### config.mk
export PLATFORM = sky130hd
export DESIGN_NAME = posterise_pipe
export DESIGN_NICKNAME = d
export VERILOG_FILES = /design/src/rtl/posterise_pkg.sv /design/src/rtl/posterise_chan.sv /design/src/rtl/posterise_pipe.sv
export SDC_FILE = /design/constraint.sdc
export NUM_CORES = 1
export LEC_CHECK = 0
export ABC_AREA = 1
export BUFFER_PORTS_ARGS = -buffer_cell sky130_fd_sc_hd__buf_4
export CORE_MARGIN = 1
export CORE_UTILIZATION = 52
export DETAILED_ROUTE_END_ITERATION = 10
export PLACE_DENSITY = 0.75
export SLEW_MARGIN = 20
export SYNTH_ARGS = -nofsm -noshare
export SYNTH_HDL_FRONTEND = slang
export SYNTH_SLANG_ARGS = --single-unit
### constraint.sdc
create_clock -name clk -period 2.8 [get_ports clk]
set_input_delay 0.28 -clock clk [delete_from_list [all_inputs] [get_ports clk]]
set_output_delay 0.28 -clock clk [all_outputs]
set_load 0.05 [all_outputs]
### src/rtl/posterise_pkg.sv
// Shared types, dither matrix and arithmetic helpers for the posteriser pipeline.
package posterise_pkg;

  typedef enum logic [1:0] {
    FILL_ONES  = 2'd0,
    FILL_ZEROS = 2'd1,
    FILL_HALF  = 2'd2
  } fill_t;

  // 2x2 ordered dither thresholds, indexed [y0][x0]
  localparam logic [1:0] BAYER [2][2] = '{'{2'd0, 2'd2}, '{2'd3, 2'd1}};

  // Mode 0 and modes at or beyond the channel width are bypass (nothing discarded).
  function automatic int unsigned discard_bits(input int unsigned mode, input int unsigned ch_w);
    if (mode == 0 || mode >= ch_w) return 0;
    return ch_w - mode;
  endfunction

  function automatic int unsigned sat_add(input int unsigned a, input int unsigned b,
                                          input int unsigned max_v);
    longint unsigned s;
    s = longint'(a) + longint'(b);
    if (s > longint'(max_v)) return max_v;
    return a + b;
  endfunction

endpackage

### src/rtl/posterise_chan.sv
// One colour channel: saturating dither add (stage 1), then LSB mask and refill (stage 2).
module posterise_chan
  import posterise_pkg::*;
#(
  parameter int CH_W = 8,
  parameter int D_W  = 4
) (
  input  logic            clk,
  input  logic            rst,
  input  logic [CH_W-1:0] ch_i,
  input  logic [CH_W-1:0] off_i,
  input  logic [D_W-1:0]  d_i,
  input  logic [1:0]      fill_i,
  output logic [CH_W-1:0] pix_o
);

  logic [CH_W-1:0] sum_q, sum_d;
  logic [CH_W-1:0] pix_q, pix_d;
  logic [CH_W-1:0] mask, half, low;

  assign sum_d = CH_W'(sat_add(32'(ch_i), 32'(off_i), 32'({CH_W{1'b1}})));

  // d_i and fill_i are already aligned with sum_q by the top level
  assign mask = {CH_W{1'b1}} << d_i;
  assign half = (CH_W'(1) << d_i) >> 1;

  always_comb begin
    low = ~mask;
    case (fill_i)
      FILL_ZEROS: low = '0;
      FILL_HALF:  low = half;
      default:    low = ~mask;
    endcase
    pix_d = (sum_q & mask) | low;
  end

  always_ff @(posedge clk) begin
    if (rst) begin
      sum_q <= '0;
      pix_q <= '0;
    end else begin
      sum_q <= sum_d;
      pix_q <= pix_d;
    end
  end

  assign pix_o = pix_q;

endmodule

### src/rtl/posterise_pipe.sv
// Two-stage posteriser with frame-synchronous config and optional 2x2 ordered dither.
module posterise_pipe
  import posterise_pkg::*;
#(
  parameter int CH_W   = 8,
  parameter int N_CH   = 3,
  parameter int MODE_W = 3,
  parameter int X_W    = 12
) (
  input  logic                 clk,
  input  logic                 rst,
  input  logic [N_CH*CH_W-1:0] vid_in_data,
  input  logic                 vid_in_valid,
  input  logic                 vid_in_hsync,
  input  logic                 vid_in_vsync,
  input  logic [MODE_W-1:0]    mode,
  input  logic [1:0]           fill_sel,
  input  logic                 dither_en,
  output logic [N_CH*CH_W-1:0] vid_out_data,
  output logic                 vid_out_valid,
  output logic                 vid_out_hsync,
  output logic                 vid_out_vsync
);

  localparam int D_W = $clog2(CH_W + 1);

  logic              vs_prev_q, hs_prev_q;
  logic              vs_edge, hs_edge;
  logic [MODE_W-1:0] mode_q;
  logic [1:0]        fill_q;
  logic              dith_q;
  logic [X_W-1:0]    x_q, x_d, y_q, y_d;
  logic [D_W-1:0]    disc;
  logic [CH_W-1:0]   off;

  logic [D_W-1:0]    disc_s1_q;
  logic [1:0]        fill_s1_q;
  logic              valid_s1_q, hs_s1_q, vs_s1_q;
  logic              valid_q, hs_q, vs_q;

  assign vs_edge = vid_in_vsync & ~vs_prev_q;
  assign hs_edge = vid_in_hsync & ~hs_prev_q;

  always_comb begin
    x_d = x_q;
    if (hs_edge) x_d = '0;
    else if (vid_in_valid && x_q != {X_W{1'b1}}) x_d = x_q + X_W'(1);
    y_d = y_q;
    if (vs_edge) y_d = '0;
    else if (hs_edge) y_d = y_q + X_W'(1);
  end

  // The current pixel is processed with the config and position held before this edge.
  assign disc = D_W'(discard_bits(32'(mode_q), CH_W));

  always_comb begin
    off = '0;
    if (dith_q && disc != '0)
      off = CH_W'((32'(BAYER[y_q[0]][x_q[0]]) << disc) >> 2);
  end

  always_ff @(posedge clk) begin
    if (rst) begin
      vs_prev_q  <= 1'b0;
      hs_prev_q  <= 1'b0;
      mode_q     <= '0;
      fill_q     <= '0;
      dith_q     <= 1'b0;
      x_q        <= '0;
      y_q        <= '0;
      disc_s1_q  <= '0;
      fill_s1_q  <= '0;
      valid_s1_q <= 1'b0;
      hs_s1_q    <= 1'b0;
      vs_s1_q    <= 1'b0;
      valid_q    <= 1'b0;
      hs_q       <= 1'b0;
      vs_q       <= 1'b0;
    end else begin
      vs_prev_q <= vid_in_vsync;
      hs_prev_q <= vid_in_hsync;
      if (vs_edge) begin
        mode_q <= mode;
        fill_q <= fill_sel;
        dith_q <= dither_en;
      end
      x_q        <= x_d;
      y_q        <= y_d;
      disc_s1_q  <= disc;
      fill_s1_q  <= fill_q;
      valid_s1_q <= vid_in_valid;
      hs_s1_q    <= vid_in_hsync;
      vs_s1_q    <= vid_in_vsync;
      valid_q    <= valid_s1_q;
      hs_q       <= hs_s1_q;
      vs_q       <= vs_s1_q;
    end
  end

  for (genvar c = 0; c < N_CH; c++) begin : g_chan
    posterise_chan #(
      .CH_W (CH_W),
      .D_W  (D_W)
    ) u_chan (
      .clk    (clk),
      .rst    (rst),
      .ch_i   (vid_in_data[c*CH_W +: CH_W]),
      .off_i  (off),
      .d_i    (disc_s1_q),
      .fill_i (fill_s1_q),
      .pix_o  (vid_out_data[c*CH_W +: CH_W])
    );
  end

  assign vid_out_valid = valid_q;
  assign vid_out_hsync = hs_q;
  assign vid_out_vsync = vs_q;

endmodule

# Word level (Yosys, flattened, before mapping)
# Index checks and enable logic that the tools add are counted.
# Widths: inputs -> output; s select.
dict set report op_classes {
  n_reduce_logical 6
  shift 3
  mux 19
  n_bitwise 13
  magnitude_cmp 5
  n_eq_ne 3
  addsub 9
}
# operator n
set op_table {}
lappend op_table {{$gt 64x8->1 const B} 3}
lappend op_table {{$mux 8} 7}
lappend op_table {{$add 8x8->9} 3}
lappend op_table {{$add 12x1->12 const B} 2}
lappend op_table {{$add 8x8->8} 3}
lappend op_table {{$and 8x8->8} 3}
lappend op_table {{$or 8x8->8} 3}
lappend op_table {{$mux 4} 4}
lappend op_table {{$pmux 8 s2} 1}
lappend op_table {{$ne 12x12->1 const B} 1}
lappend op_table {{$shl 2x4->10} 1}
lappend op_table {{$not 8->8} 1}
lappend op_table {{$shl 1x4->8 const A} 1}
lappend op_table {{$shl 8x4->8 const A} 1}
lappend op_table {{$mux 2} 3}
lappend op_table {{$ge 2x2->1 const B} 2}
lappend op_table {{$mux 1} 4}
lappend op_table {{$not 1->2} 2}
lappend op_table {{$reduce_bool 4->1} 1}
lappend op_table {{$reduce_or 2->1} 2}
lappend op_table {{$sub 4x3->4 const A} 1}
lappend op_table {{$logic_not 3->1} 1}
lappend op_table {{$and 1x1->1} 2}
lappend op_table {{$eq 2x1->1 const B} 1}
lappend op_table {{3 further kinds} 5}
dict set report word_totals {
  regBits 90
  wordCells 77
  out_inout_bits 27
  in_bits 35
}

# Depth between registers and ports, before layout
# Gate-level depths: netlist of the first run.
dict set report depth {
  word_depth 13
  mapped_depth 21
  mapped_depth_nobuf 21
}

# By module
# A second synthesis of the first run with hierarchy kept.
dict set report hier_totals {
  cells_unflattened 642
  hier_area_um2 4520.6
}
# module instances seq_area_each_um2 area_each_um2 cells_each
set by_module_without_submodules {}
lappend by_module_without_submodules {posterise_chan 3 320.3 1024.7 148}
lappend by_module_without_submodules {posterise_pipe 1 620.6 1446.4 198}

# Worst setup path after synthesis of the first run
# Ideal clock, no wire load.
dict set report synth_path {
  path_type {register to register}
  from {register mode_q[0]}
  to {register g_chan[2].u_chan.sum_q[1]}
  required_ps 2688
  t_arrival_ps 2674
  stages_incl_launch_ff 20
  period_less_slack_ps 2786
  setup_slack_ps 14
  path_buffers 0
  cell_sequence {dfxtp_1 inv_1 ha_1 ha_1 inv_2 nand2_2 inv_2 nand2_1 nand2_2 nand2_1 nor4_1 ha_1 nand2_1 inv_1 nand3_2 a21oi_4 nor2_4 inv_2 o21ai_2 inv_1}
}
dict set report synth_via {
  elab_chain_len 10
  word_cells_on_any_way 14
  cone_classes {3 x add/sub; 1 x order compare; 1 x shift; 6 x mux; 3 x reduce/logical}
}
# item line_no
set synth_rtl {}
lappend synth_rtl {{start, declared} posterise_pipe.sv:29} ;# logic [MODE_W-1:0] mode_q;
lappend synth_rtl {{start signal, assigned} posterise_pipe.sv:83} ;# mode_q <= mode;
lappend synth_rtl {{branches (longest 2 deep; another with $sub 4x3->4)} n/a}
lappend synth_rtl {{$mux 4 (*)} posterise_pkg.sv:16} ;# return ch_w - mode;
lappend synth_rtl {{$reduce_bool 4->1} posterise_pipe.sv:58} ;# if (dith_q && disc != '0)
lappend synth_rtl {{$logic_and 1x1->1} posterise_pipe.sv:58}
lappend synth_rtl {{$mux 8 (*)} posterise_pipe.sv:58}
lappend synth_rtl {{$add 8x8->9} posterise_pkg.sv:22} ;# s = longint'(a) + longint'(b);
lappend synth_rtl {{$gt 64x8->1} posterise_pkg.sv:23} ;# if (s > longint'(max_v)) return max_v;
lappend synth_rtl {{$mux 8 or $mux 1 (tied branches)} posterise_pkg.sv:23}
lappend synth_rtl {{$mux 8 (*)} posterise_pkg.sv:24} ;# return a + b;
lappend synth_rtl {{end signal, assigned} posterise_chan.sv:42} ;# sum_q <= sum_d;
lappend synth_rtl {{end, declared} posterise_chan.sv:17} ;# logic [CH_W-1:0] sum_q, sum_d;
# Mark *: on every way between the ends.
# A chain may end at the register's enable or synchronous reset.

# Worst setup path after layout of the first run
dict set report layout_path {
  from {register mode_q[1]}
  to {register g_chan[1].u_chan.sum_q[0]}
}
dict set report layout_via {
  elab_chain_len 10
  word_cells_on_any_way 14
  cone_classes {3 x add/sub; 1 x order compare; 1 x shift; 6 x mux; 3 x reduce/logical}
}
# item line_no
set layout_rtl {}
lappend layout_rtl {{branches (longest 2 deep; another with $sub 4x3->4)} n/a}
lappend layout_rtl {{$mux 4 (*)} posterise_pkg.sv:16}
lappend layout_rtl {{$reduce_bool 4->1} posterise_pipe.sv:58}
lappend layout_rtl {{$logic_and 1x1->1} posterise_pipe.sv:58}
lappend layout_rtl {{$mux 8 (*)} posterise_pipe.sv:58}
lappend layout_rtl {{$add 8x8->9} posterise_pkg.sv:22}
lappend layout_rtl {{$gt 64x8->1} posterise_pkg.sv:23}
lappend layout_rtl {{$mux 8 or $mux 1 (tied branches)} posterise_pkg.sv:23}
lappend layout_rtl {{$mux 8 (*)} posterise_pkg.sv:24}
lappend layout_rtl {{end signal, assigned} posterise_chan.sv:42}
lappend layout_rtl {{end, declared} posterise_chan.sv:17}
# Marks and branches as above.

==> flow_summary_export.csv, run 1 <==
group,metric,value,unit
routing,drt-wirelength-per-cell,13.00,um
clock_network,cts_sinks,79,
die,boundaryPins,62,
global_routing,wire_length_of_the_first_global_routing_pass,17.39,mm
die,die_h,93.61,um
job,maximum_capacitance_violations,0,
power_and_ir_drop,power.density_cell_area,539.1,nW/um^2
yosys,synth.largest_area_cell,"sky130_fd_sc_hd__dfxtp_1",
critical_path,worst_r2r_endpoint,"g_chan[1].u_chan.sum_q[0]",
global_routing,via_count_of_the_first_global_routing_pass,3902,
clock_network,clock_tree.htree_level_count,3,
critical_path,crit_path_leading_delay_family,"simple AND/OR/NAND/NOR gates",
critical_path,startpoint_type,"flop",
cells_and_area,layout.filler_cells,701,
min_path,hold_start,"vid_in_vsync",
critical_path,cp_max_fo,6,
cells_and_area,final_cell_count_no_fill,824,
sta,worst_margin_slew,0.9834,ns
sta,timing.hold.ws,0.1404,ns
power_and_ir_drop,vdd_ir_drop_max,324.8,uV
critical_path,critical_path.endpoint_type,"flop",
yosys,ys_ff_latch,79,
sta,slew_violations,0,
yosys,synth.cell_area,4364,um^2
critical_path,timing.critical_path.buf_inv,8,
place,detailedPlacementHpwl,8.158,mm
routing,post-route-drc-count,0,
critical_path,rr_worst_depth,21,
clock_network,clock_latency,0.35,ns
routing,drt_wl_total,10.71,mm
die,die_area,8763,um^2
die,placementRows,33,
yosys,syn_area_per_cell,7.131,um^2
yosys,synth_top_flop_cell,"sky130_fd_sc_hd__dfxtp_1",
sta,setup_viol_count_final,0,
yosys,synth_warnings,0,
power_and_ir_drop,design_power_total,3.035,mW
routing,drt-vias-per-instance,5.154,
critical_path,critical-path-max-stage-delay,0.34,ns
global_routing,grtUsageTotal,25.55,%
yosys,async_reset_ff_share,0,%
yosys,postSynthNetCount,672,
sta,final_hold_viols,0,
sta,worst_clock_skew,0.009428,ns
status,status,"completed",
clock_network,tritoncts,"built",
critical_path,criticalPathCategory,"reg2reg",
cells_and_area,drive_above_1_share,26.29,%
yosys,yosysSeqAreaShare,36.24,%
place,globalplace.congestion,0.9533,
place,placed_cells,803,
sta,rsz0062_at_grt,"true",
yosys,netlist_cell_types,37,
critical_path,worstPathCellList,"inv_2, ha_4, ha_4, inv_6, nand2_8, inv_4, nand2_2, nand2_2, nand2_2, nor4_2, buf_4, buf_12, ha_4, nand2_4, inv_2, nand3_2, a21oi_4, nor2_4, inv_2, o21ai_2, inv_1",
critical_path,worst-endpoint-required,3.04,ns
sta,period_minus_slack,2.679,ns
yosys,netlist_top_cells_count,"sky130_fd_sc_hd__nand2_1, sky130_fd_sc_hd__inv_1, sky130_fd_sc_hd__dfxtp_1",
cells_and_area,antenna-diode-count,0,
clock_network,number_of_buffers_on_the_longest_clock_path,2,
die,effective_utilization_at_floorplan,53.38,%
routing,vias,4247,
clock_network,post_cts_hold_buffer_count,0,
cells_and_area,utilization,68.86,%
critical_path,arrival,2.92,ns
power_and_ir_drop,total_leakage_power,2.962,nW
clock_network,cts_made_buffers,9,
routing,dr.first_iter.drc_count,220,
clock_network,ctsRootBufferMaster,"sky130_fd_sc_hd__clkbuf_8",
routing,drt_pass1_iterations,5,
clock_network,clkTransAtPathRegs,0.08,ns
place,place.port_buffers,61,
critical_path,master_of_the_slowest_instance_on_the_critical_path,"sky130_fd_sc_hd__dfxtp_2",
min_path,worst_min_delay_path_class,"in2reg",
critical_path,regToRegStartpoint,"mode_q[1]",
yosys,ys_top_cells_by_area,"sky130_fd_sc_hd__dfxtp_1, sky130_fd_sc_hd__nand2_1, sky130_fd_sc_hd__inv_1",
sta,fin_crit_sh,95.67,%
global_routing,grt_antenna_before_repair,0,
die,core_outline_area,8175,um^2
min_path,hold_path_depth,3,
yosys,synth_edf_count,0,
routing,ant_nets,0,
sta,fin_tns_setup,0,ns
die,die_x,93.61,um
sta,fmax,373.3,MHz
cells_and_area,nets,774,
critical_path,worst_r2r_setup_slack,0.12,ns
yosys,post_synth_inst_count,612,
global_routing,overflow,0,
yosys,synth_top_area_share,36.24,%
cells_and_area,area_growth,28.99,%
sta,max-slew-margin-rel,34.37,%
min_path,worst_hold_path.endpoint,"vs_s1_q",
yosys,synthMostInstantiatedCell,"sky130_fd_sc_hd__nand2_1",
global_routing,grt_max_degree,37,
-- worst max path at each step --
stage	from	end	slack, ns	depth (start not counted)
6_report	mode_q[1]	g_chan[1].u_chan.sum_q[0]	0.12	21
5_1_grt	mode_q[0]	g_chan[1].u_chan.sum_q[5]	-0.07	19
4_1_cts	mode_q[0]	g_chan[1].u_chan.sum_q[5]	-0.005	18
3_5_place_dp	mode_q[0]	g_chan[1].u_chan.sum_q[5]	-0.04	18
3_3_place_gp	mode_q[0]	g_chan[1].u_chan.sum_q[0]	-0.003	18
2_1_floorplan	mode_q[0]	g_chan[2].u_chan.sum_q[1]	0.01	19
-- metal layers --
metal | GRT usage, % | vias to the layer above | share of wire (%)
met4 | 10.77 | 0 | 3.4
met5 | 0 | - | 0
met2 | 42.40 | 127 | 47
li1 | - | 2172 | -
met1 | 32.48 | 1919 | 46
met3 | 4.553 | 29 | 4.1
-- through the flow --
stage | cell area, um^2 | setup WS (ns)
floorplan | 4364 | 0.01432
global placement | 5175 | -0.002720
detailed placement | 5175 | -0.03709
CTS | 5429 | -0.004971
global route | 5629 | -0.06715
finish | 5629 | 0.1213
-- registers in the layout (all words and copies together), names as in the netlist --
register and flops:
vid_out_hsync 1, vid_out_vsync 1, g_chan.u_chan.pix_o 24, fill_s1_q 2, mode_q 3, x_q 12, g_chan.u_chan.sum_q 24, disc_s1_q 4
hs_s1_q 1, y_q 1, dith_q 1, vid_out_valid 1, vs_s1_q 1, valid_s1_q 1, fill_q 2
-- worst register-to-register path, stage by stage, from the launching register on --
cell,delay (ns)
sky130_fd_sc_hd__dfxtp_2,0.34
sky130_fd_sc_hd__inv_2,0.05
sky130_fd_sc_hd__ha_4,0.16
sky130_fd_sc_hd__ha_4,0.18
sky130_fd_sc_hd__inv_6,0.08
sky130_fd_sc_hd__nand2_8,0.07
sky130_fd_sc_hd__inv_4,0.06
sky130_fd_sc_hd__nand2_2,0.04
sky130_fd_sc_hd__nand2_2,0.07
sky130_fd_sc_hd__nand2_2,0.07
sky130_fd_sc_hd__nor4_2,0.27
sky130_fd_sc_hd__buf_4,0.20
sky130_fd_sc_hd__buf_12,0.11
sky130_fd_sc_hd__ha_4,0.21
sky130_fd_sc_hd__nand2_4,0.07
sky130_fd_sc_hd__inv_2,0.03
sky130_fd_sc_hd__nand3_2,0.08
sky130_fd_sc_hd__a21oi_4,0.04
sky130_fd_sc_hd__nor2_4,0.18
sky130_fd_sc_hd__inv_2,0.08
sky130_fd_sc_hd__o21ai_2,0.14
sky130_fd_sc_hd__inv_1,0.06
-- cells in the final DEF (no fill, tap or decap), types with 2 or more instances in the layout --
cell type	instances
sky130_fd_sc_hd__nand3b_1	5
sky130_fd_sc_hd__nand2_2	16
sky130_fd_sc_hd__ha_4	4
sky130_fd_sc_hd__buf_4	99
sky130_fd_sc_hd__dfxtp_1	77
sky130_fd_sc_hd__xnor2_1	3
sky130_fd_sc_hd__a21oi_2	5
sky130_fd_sc_hd__o21ai_0	24
sky130_fd_sc_hd__a21o_1	5
sky130_fd_sc_hd__nand3_1	31
sky130_fd_sc_hd__xor2_1	6
sky130_fd_sc_hd__clkbuf_8	10
sky130_fd_sc_hd__o21ai_1	6
sky130_fd_sc_hd__inv_1	106
sky130_fd_sc_hd__nand2_4	5
sky130_fd_sc_hd__nand2_1	123
sky130_fd_sc_hd__a21oi_4	3
sky130_fd_sc_hd__a22oi_1	3
sky130_fd_sc_hd__bufinv_16	3
sky130_fd_sc_hd__nand4_1	14
sky130_fd_sc_hd__ha_1	20
sky130_fd_sc_hd__a21oi_1	45
sky130_fd_sc_hd__a31oi_1	3
sky130_fd_sc_hd__dfxtp_2	2
sky130_fd_sc_hd__inv_6	2
sky130_fd_sc_hd__nor2_8	2
sky130_fd_sc_hd__nor3_1	12
sky130_fd_sc_hd__nor3b_1	3
sky130_fd_sc_hd__o21ai_2	8
sky130_fd_sc_hd__inv_2	7
sky130_fd_sc_hd__nor2_4	4
sky130_fd_sc_hd__nor2_1	41
sky130_fd_sc_hd__nand3_2	7
-- timing repair --
| item | 4_1_cts | 5_1_grt |
|---|---|---|
| setup buffers | 0 | 5 |
| cloned | 0 | 0 |
| gates resized for setup | 3 | 36 |
| setup endpoints to repair | 13 | 24 |
| pin swaps | 3 | 12 |
| hold endpoints to repair | 0 | 0 |
-- final cells by class --
class | count | area (um^2) | share of cell area, %
inverter | 115 | 439.2 | 7.802
sequential | 79 | 1584 | 28.14
clock buffer | 11 | 141.4 | 2.512
tap | 105 | 131.4 | 2.334
timing repair buffer | 100 | 763.2 | 13.56
clock inverter | 5 | 103.9 | 1.845
multi-input combinational | 409 | 2466 | 43.81
-- cells by family (layout without fill, tap and decap cells) --
group / Yosys count / in the layout / share of synthesized area (%)
AO/OA/AOI/OAI: 106 / 106 / 14.34
XOR/XNOR: 9 / 9 / 1.806
flip-flops: 79 / 79 / 36.24
AND/OR/NAND/NOR: 269 / 269 / 29.79
buffers and inverters: 124 / 231 / 10.67
adder cells (fa/ha/maj): 25 / 25 / 7.167
-- power breakdown --
group / internal, mW / switching (mW)
Combinational: 0.272 / 0.484
Sequential: 1.21 / 0.0343
Clock: 0.619 / 0.417
Total: 2.10 / 0.936
Note: power is estimated with default switching activity, not from simulation.
==> inputs of run 2 (changes only) <==
ABC_AREA = default   (was 1)
SYNTH_HIERARCHICAL = 1   (was default)
==> run 2 against run 1 <==
  * The flow now finishes with violations (negative setup slack)
  * First-iteration DRC count is 35% lower
  * Sequential power is essentially flat
  * Total power shrank 9.2%
  * Highest routed layer unchanged
  * Fmax shrank 13%
  * Critical endpoint is now g_chan[2].u_chan/sum_q[0]
  * Synthesized cell count shrank 19%
  * Area after synthesis barely moved
  * Global-route usage decreased by 1.8 points
==> flow_summary_export.csv, run 2 <==
group,metric,value,unit
status,status,"finished with violations",
status,violations_in_the_final_reports,"negative setup slack",
yosys,synth_top_flop_cell,"sky130_fd_sc_hd__dfxtp_1",
sta,period_minus_slack,3.080,ns
clock_network,number_of_buffers_on_the_longest_clock_path,2,
power_and_ir_drop,cell_internal_pwr,1.954,mW
power_and_ir_drop,seqPwrFrac,44.9,%
critical_path,rr_worst_depth,13,
cells_and_area,layout.cells.most_common,"sky130_fd_sc_hd__buf_4",
clock_network,post_cts_hold_buffer_count,0,
die,die_x,93.59,um
critical_path,cp_max_fo,7,
place,detailedPlacementHpwl,7.377,mm
critical_path,arrival,3.28,ns
sta,fmax,324.6,MHz
die,placementRows,33,
yosys,netlist_cell_types,50,
place,globalplace.congestion,0.9217,
critical_path,critical_path.endpoint_type,"flop",
power_and_ir_drop,total_leakage_power,2.411,nW
die,die_area,8758,um^2
die,core_outline_area,8175,um^2
power_and_ir_drop,pwr-share-clk,33.9,%
yosys,post_synth_inst_count,497,
global_routing,grtUsageTotal,23.78,%
critical_path,worst_r2r_setup_slack,-0.28,ns
sta,worst_clock_skew,0.009895,ns
clock_network,clock_latency,0.35,ns
job,maximum_capacitance_violations,0,
die,die_h,93.59,um
routing,ant_nets,0,
sta,rsz0062_at_grt,"true",
clock_network,tritoncts,"built",
yosys,syn_area_per_cell,8.776,um^2
yosys,synth_edf_count,0,
power_and_ir_drop,power.share.switching,29.11,%
yosys,ys_ff_latch,79,
sta,slew_violations,0,
routing,post-route-drc-count,0,
routing,vias,4008,
place,placed_cells,693,
power_and_ir_drop,power.density_cell_area,480.7,nW/um^2
yosys,synth_top_area_share,36.26,%
routing,drt_pass1_iterations,4,
sta,fin_crit_sh,110.0,%
min_path,worst_min_delay_path_class,"in2reg",
cells_and_area,commonest_cells_after_routing_fill_and_taps_aside,"sky130_fd_sc_hd__buf_4, sky130_fd_sc_hd__dfxtp_1, sky130_fd_sc_hd__a21oi_1",
die,boundaryPins,62,
critical_path,worst-endpoint-required,3.00,ns
yosys,synth.cell_area,4362,um^2
yosys,ys_top_cells_by_area,"sky130_fd_sc_hd__dfxtp_1, sky130_fd_sc_hd__ha_1, sky130_fd_sc_hd__a21oi_1",
routing,drt-vias-per-instance,5.544,
yosys,synth_warnings,6,
critical_path,crit_path_end,"g_chan[2].u_chan/sum_q[0]",
clock_network,clock_tree.htree_level_count,3,
routing,drt-wirelength-per-cell,14.33,um
global_routing,grt_max_degree,55,
cells_and_area,drive_above_1_share,32.36,%
yosys,synth.largest_area_cell,"sky130_fd_sc_hd__dfxtp_1",
critical_path,startpoint_type,"flop",
critical_path,setup.worst_path.start,"mode_q[0]",
critical_path,regToRegStartpoint,"mode_q[0]",
cells_and_area,area_growth,31.44,%
yosys,postSynthNetCount,565,
die,effective_utilization_at_floorplan,53.35,%
clock_network,ctsRootBufferMaster,"sky130_fd_sc_hd__clkbuf_8",
yosys,async_reset_ff_share,0,%
clock_network,cts_made_buffers,9,
power_and_ir_drop,p_switching,802.1,uW
power_and_ir_drop,vdd_ir_drop_max,285.7,uV
critical_path,worst_r2r_endpoint,"g_chan[2].u_chan/sum_q[0]",
global_routing,wire_length_of_the_first_global_routing_pass,16.35,mm
global_routing,grt_antenna_before_repair,0,
routing,drt_wl_total,10.36,mm
place,place.port_buffers,61,
critical_path,criticalPathCategory,"reg2reg",
clock_network,clkTransAtPathRegs,0.09,ns
yosys,yosysSeqAreaShare,36.26,%
routing,dr.first_iter.drc_count,142,
sta,final_hold_viols,0,
clock_network,cts_sinks,79,
cells_and_area,nets,681,
yosys,synthMostInstantiatedCell,"sky130_fd_sc_hd__dfxtp_1",
cells_and_area,utilization,70.13,%
sta,worst_margin_slew,0.8742,ns
cells_and_area,antenna-diode-count,0,
yosys,netlist_top_cells_count,"sky130_fd_sc_hd__dfxtp_1, sky130_fd_sc_hd__a21oi_1, sky130_fd_sc_hd__nor2_1",
sta,post-route-worst-setup-slack,-0.2804,ns
sta,max-slew-margin-rel,41.64,%
global_routing,via_count_of_the_first_global_routing_pass,3709,
power_and_ir_drop,combPwrFrac,21.1,%
cells_and_area,final_cell_count_no_fill,723,
global_routing,overflow,0,
sta,setup_viol_count_final,24,
## run 2: worst min-delay path by stage
stage	start	to	slack, ns	cells past startpoint
5_1_grt	vid_in_vsync	vs_s1_q	0.14	2
2_1_floorplan	vid_in_hsync	hs_s1_q	0.41	1
3_5_place_dp	valid_s1_q	vid_out_valid	0.45	1
3_3_place_gp	valid_s1_q	vid_out_valid	0.44	1
4_1_cts	vid_in_vsync	vs_s1_q	0.14	2
6_report	vid_in_vsync	vs_s1_q	0.15	2
## run 2: through the flow
| step | hold WS [ns] | TNS [ns] | power (mW) | setup slack (ns) | area [um^2] |
|---|---|---|---|---|---|
| after floorplan | 0.4082 | -4.060 | 1.626 | -0.2159 | 4428 |
| after detailed placement | 0.4509 | -5.900 | 1.820 | -0.3004 | 5329 |
| after global placement | 0.4388 | -5.181 | 1.807 | -0.2609 | 5329 |
| after CTS | 0.1356 | -4.635 | 2.761 | -0.2502 | 5643 |
| final | 0.1462 | -5.385 | 2.756 | -0.2804 | 5733 |
| after global routing | 0.1392 | -8.160 | 2.872 | -0.4194 | 5733 |
## run 2: cells by family after synthesis
| logic type | after synthesis | share of synthesized area [%] |
|---|---|---|
| and+or+nand+nor | 168 | 21.83 |
| AOI/OAI and AO/OA | 132 | 19.88 |
| DFF | 79 | 36.26 |
| buffers and inverters | 50 | 4.532 |
| adders and majority gates | 33 | 9.983 |
| xor gates and xnor gates | 18 | 3.614 |
| muxes | 17 | 3.901 |
## run 2: timing repair
| action | in CTS | in global routing |
|---|---|---|
| pin swaps | 5 | 8 |
| setup buffers | 9 | 10 |
| endpoints found under the setup margin | 24 | 24 |
| resized for setup | 8 | 15 |
| cloned | 0 | 0 |
## run 2: metal layers
layer  part of all wire (%)  track usage, %
met4                    3.7           11.54
met5                      0               0
met2                     50           42.71
met1                     43           27.28
met3                    3.7           3.821
## run 2: cell type report
cell class	instances	area, um^2
Clock inverter	6	93.84
Tap cell	105	131.4
Inverter	22	85.08
Clock buffer	10	127.6
Fill cell	669	2442
Multi-Input combinational cell	368	2705
Sequential cell	79	1584
Timing Repair Buffer	133	1006
## run 2: critical path, cell delays in order (launching register included)
cell and delay (ns):
sky130_fd_sc_hd__dfxtp_2 0.36, sky130_fd_sc_hd__inv_4 0.04, sky130_fd_sc_hd__ha_4 0.16, sky130_fd_sc_hd__ha_4 0.16, sky130_fd_sc_hd__or4_4 0.44, sky130_fd_sc_hd__nand2_2 0.10, sky130_fd_sc_hd__or4_4 0.14, sky130_fd_sc_hd__a211oi_4 0.05
sky130_fd_sc_hd__ha_2 0.20, sky130_fd_sc_hd__fa_2 0.34, sky130_fd_sc_hd__a21o_1 0.20, sky130_fd_sc_hd__a221o_2 0.37, sky130_fd_sc_hd__a31oi_4 0.26, sky130_fd_sc_hd__a21oi_1 0.12
## run 2: power groups by stage
stage	registers [mW]	clock network, mW	logic (mW)
final	1.24	0.935	0.582
after global placement	1.26	0	0.545
after detailed placement	1.26	0	0.556
after CTS	1.24	0.957	0.565
after floorplan	1.36	0	0.262
after global routing	1.25	1.00	0.623
==> inputs of run 3 (changes only) <==
==> constraint.sdc (replaced) <==
create_clock -name clk -period 2.8 [get_ports clk]
set_input_delay 0.7 -clock clk [delete_from_list [all_inputs] [get_ports clk]]
set_output_delay 0.7 -clock clk [all_outputs]
set_load 0.05 [all_outputs]
==> run 3 against run 2 <==
  * The run still ends with negative setup slack left
  * First-iteration DRC count grew 28%
  * Flip-flop and latch count is the same
  * Clock skew grew 0.0025 ns
  * Highest routed layer unchanged
  * Largest power group unchanged
  * Die area is the same
  * Clock power grew 0.9%
  * Core utilization grew 0.21 points
  * Critical path depth grew 1
==> flow_summary_export.csv, run 3 (synthesis results as in run 2) <==
group,metric,value,unit
status,status,"finished with violations",
status,violations_in_the_final_reports,"negative setup slack",
critical_path,worst-endpoint-required,3.03,ns
clock_network,number_of_buffers_on_the_longest_clock_path,2,
power_and_ir_drop,design_power_total,2.764,mW
power_and_ir_drop,p_switching,813.8,uW
job,maximum_capacitance_violations,0,
critical_path,criticalPathCategory,"reg2reg",
global_routing,grtUsageTotal,25.47,%
routing,drt_wl_total,10.75,mm
global_routing,grt_max_degree,36,
die,effective_utilization_at_floorplan,53.35,%
die,die_h,93.59,um
die,placementRows,33,
power_and_ir_drop,pwr-share-clk,34.1,%
clock_network,clock_tree.htree_level_count,3,
global_routing,grt_antenna_before_repair,0,
die,boundaryPins,62,
global_routing,wire_length_of_the_first_global_routing_pass,17.51,mm
critical_path,setup.worst_path.start,"mode_q[0]",
routing,ant_nets,0,
routing,dr.first_iter.drc_count,182,
die,core_outline_area,8175,um^2
cells_and_area,area_growth,31.84,%
critical_path,worst_r2r_setup_slack,-0.30,ns
sta,slew_violations,0,
power_and_ir_drop,combPwrFrac,21.1,%
sta,fmax,322.4,MHz
sta,final_hold_viols,0,
power_and_ir_drop,power.density_cell_area,480.7,nW/um^2
die,die_area,8758,um^2
sta,worst_clock_skew,0.01243,ns
routing,drt-wirelength-per-cell,14.85,um
place,dpl-instance-area,5329,um^2
clock_network,clkTransAtPathRegs,0.09,ns
power_and_ir_drop,power.share.switching,29.44,%
cells_and_area,antenna-diode-count,0,
clock_network,tritoncts,"built",
power_and_ir_drop,seqPwrFrac,44.8,%
power_and_ir_drop,cell_internal_pwr,1.950,mW
place,globalplace.congestion,0.9185,
sta,max-slew-margin-rel,38.94,%
place,dp_worst_setup_slack,-0.2827,ns
critical_path,worst_r2r_endpoint,"g_chan[0].u_chan/sum_q[0]",
routing,drt-vias-per-instance,5.622,
critical_path,cp_max_fo,5,
clock_network,post_cts_hold_buffer_count,0,
cells_and_area,design_area,5751,um^2
sta,worst_margin_slew,0.9146,ns
die,die_x,93.59,um
critical_path,rr_worst_depth,14,
sta,rsz0062_at_grt,"true",
clock_network,cts_sinks,79,
clock_network,ctsRootBufferMaster,"sky130_fd_sc_hd__clkbuf_8",
global_routing,overflow,0,
sta,period_minus_slack,3.102,ns
critical_path,crit_path_end,"g_chan[0].u_chan/sum_q[0]",
place,place.port_buffers,61,
power_and_ir_drop,vdd_ir_drop_max,255.7,uV
cells_and_area,drive_above_1_share,33.28,%
critical_path,critical_path.endpoint_type,"flop",
critical_path,startpoint_type,"flop",
global_routing,via_count_of_the_first_global_routing_pass,3856,
cells_and_area,final_cell_count_no_fill,724,
routing,drt_pass1_iterations,4,
cells_and_area,layout.cells.most_common,"sky130_fd_sc_hd__buf_4",
sta,post-route-worst-setup-slack,-0.3015,ns
routing,vias,4070,
sta,setup_viol_count_final,24,
cells_and_area,layout.filler_cells,646,
clock_network,cts_made_buffers,9,
min_path,worst_min_delay_path_class,"reg2reg",
cells_and_area,nets,682,
power_and_ir_drop,total_leakage_power,2.412,nW
clock_network,clock_latency,0.36,ns
place,detailedPlacementHpwl,7.596,mm
place,placed_cells,693,
cells_and_area,commonest_cells_after_routing_fill_and_taps_aside,"sky130_fd_sc_hd__buf_4, sky130_fd_sc_hd__dfxtp_1, sky130_fd_sc_hd__a21oi_1",
sta,fin_crit_sh,110.8,%
critical_path,arrival,3.33,ns
critical_path,regToRegStartpoint,"mode_q[0]",
routing,post-route-drc-count,0,
run 3: cell count changes in the layout (fill, tap and decap cells not counted), sizes merged:
cell / change
buf: +1
run 3: how the worst min path moves through the flow:
stage	start	to	slack, ns	cells after the start
2_1_floorplan	valid_s1_q	vid_out_valid	0.41	1
3_3_place_gp	valid_s1_q	vid_out_valid	0.44	1
3_5_place_dp	valid_s1_q	vid_out_valid	0.44	1
4_1_cts	valid_s1_q	vid_out_valid	0.46	1
5_1_grt	valid_s1_q	vid_out_valid	0.48	1
6_report	valid_s1_q	vid_out_valid	0.45	1
run 3: metal layers:
metal  up-vias  part of all wire, %  GRT usage [%]
met5         -                    0              0
met4         0                  3.3          12.82
met3        32                  4.0          4.065
met2       103                   50          46.02
met1      1882                   42          28.81
li1       2053                    -              -
run 3: layout make-up:
class	instances	area, um^2	area share [%]
clock inverter	6	93.84	1.632
tap	105	131.4	2.285
multi-input combinational	368	2711	47.15
timing repair buffer	134	1017	17.69
inverter	22	85.08	1.480
clock buffer	10	127.6	2.219
sequential	79	1584	27.55
run 3: worst max-delay path, stage by stage (launching register included):
cell and delay, ns:
sky130_fd_sc_hd__dfxtp_2 0.36, sky130_fd_sc_hd__inv_4 0.04, sky130_fd_sc_hd__ha_4 0.15, sky130_fd_sc_hd__ha_4 0.16, sky130_fd_sc_hd__or4_4 0.42, sky130_fd_sc_hd__nand2_2 0.09, sky130_fd_sc_hd__or4_4 0.14, sky130_fd_sc_hd__a211oi_4 0.06
sky130_fd_sc_hd__ha_2 0.19, sky130_fd_sc_hd__fa_2 0.34, sky130_fd_sc_hd__a21o_1 0.17, sky130_fd_sc_hd__a221o_2 0.37, sky130_fd_sc_hd__a31oi_4 0.23, sky130_fd_sc_hd__buf_4 0.18, sky130_fd_sc_hd__a21oi_2 0.05
run 3: power by group through the flow:
| stage | clock network, mW | registers (mW) | logic, mW |
|---|---|---|---|
| after floorplan | 0 | 1.36 | 0.262 |
| after global placement | 0 | 1.26 | 0.545 |
| after detailed placement | 0 | 1.26 | 0.557 |
| after CTS | 0.961 | 1.24 | 0.571 |
| after global routing | 0.999 | 1.25 | 0.626 |
| final | 0.943 | 1.24 | 0.582 |
run 3: repair_timing:
action,4_1_cts,5_1_grt
cloned,0,0
buffers inserted,8,7
pin swaps,5,7
setup endpoints to repair,24,24
resized for setup,15,13
run 3: stage by stage:
| step | util (%) | setup TNS, ns | hold slack [ns] |
|---|---|---|---|
| global route | 70.34 | -8.441 | 0.4818 |
| finish | 70.34 | -5.969 | 0.4530 |
| CTS | 69.19 | -4.340 | 0.4580 |
| global placement | 65.18 | -5.044 | 0.4374 |
| floorplan | - | -4.060 | 0.4138 |
| detailed placement | 65.18 | -5.807 | 0.4436 |
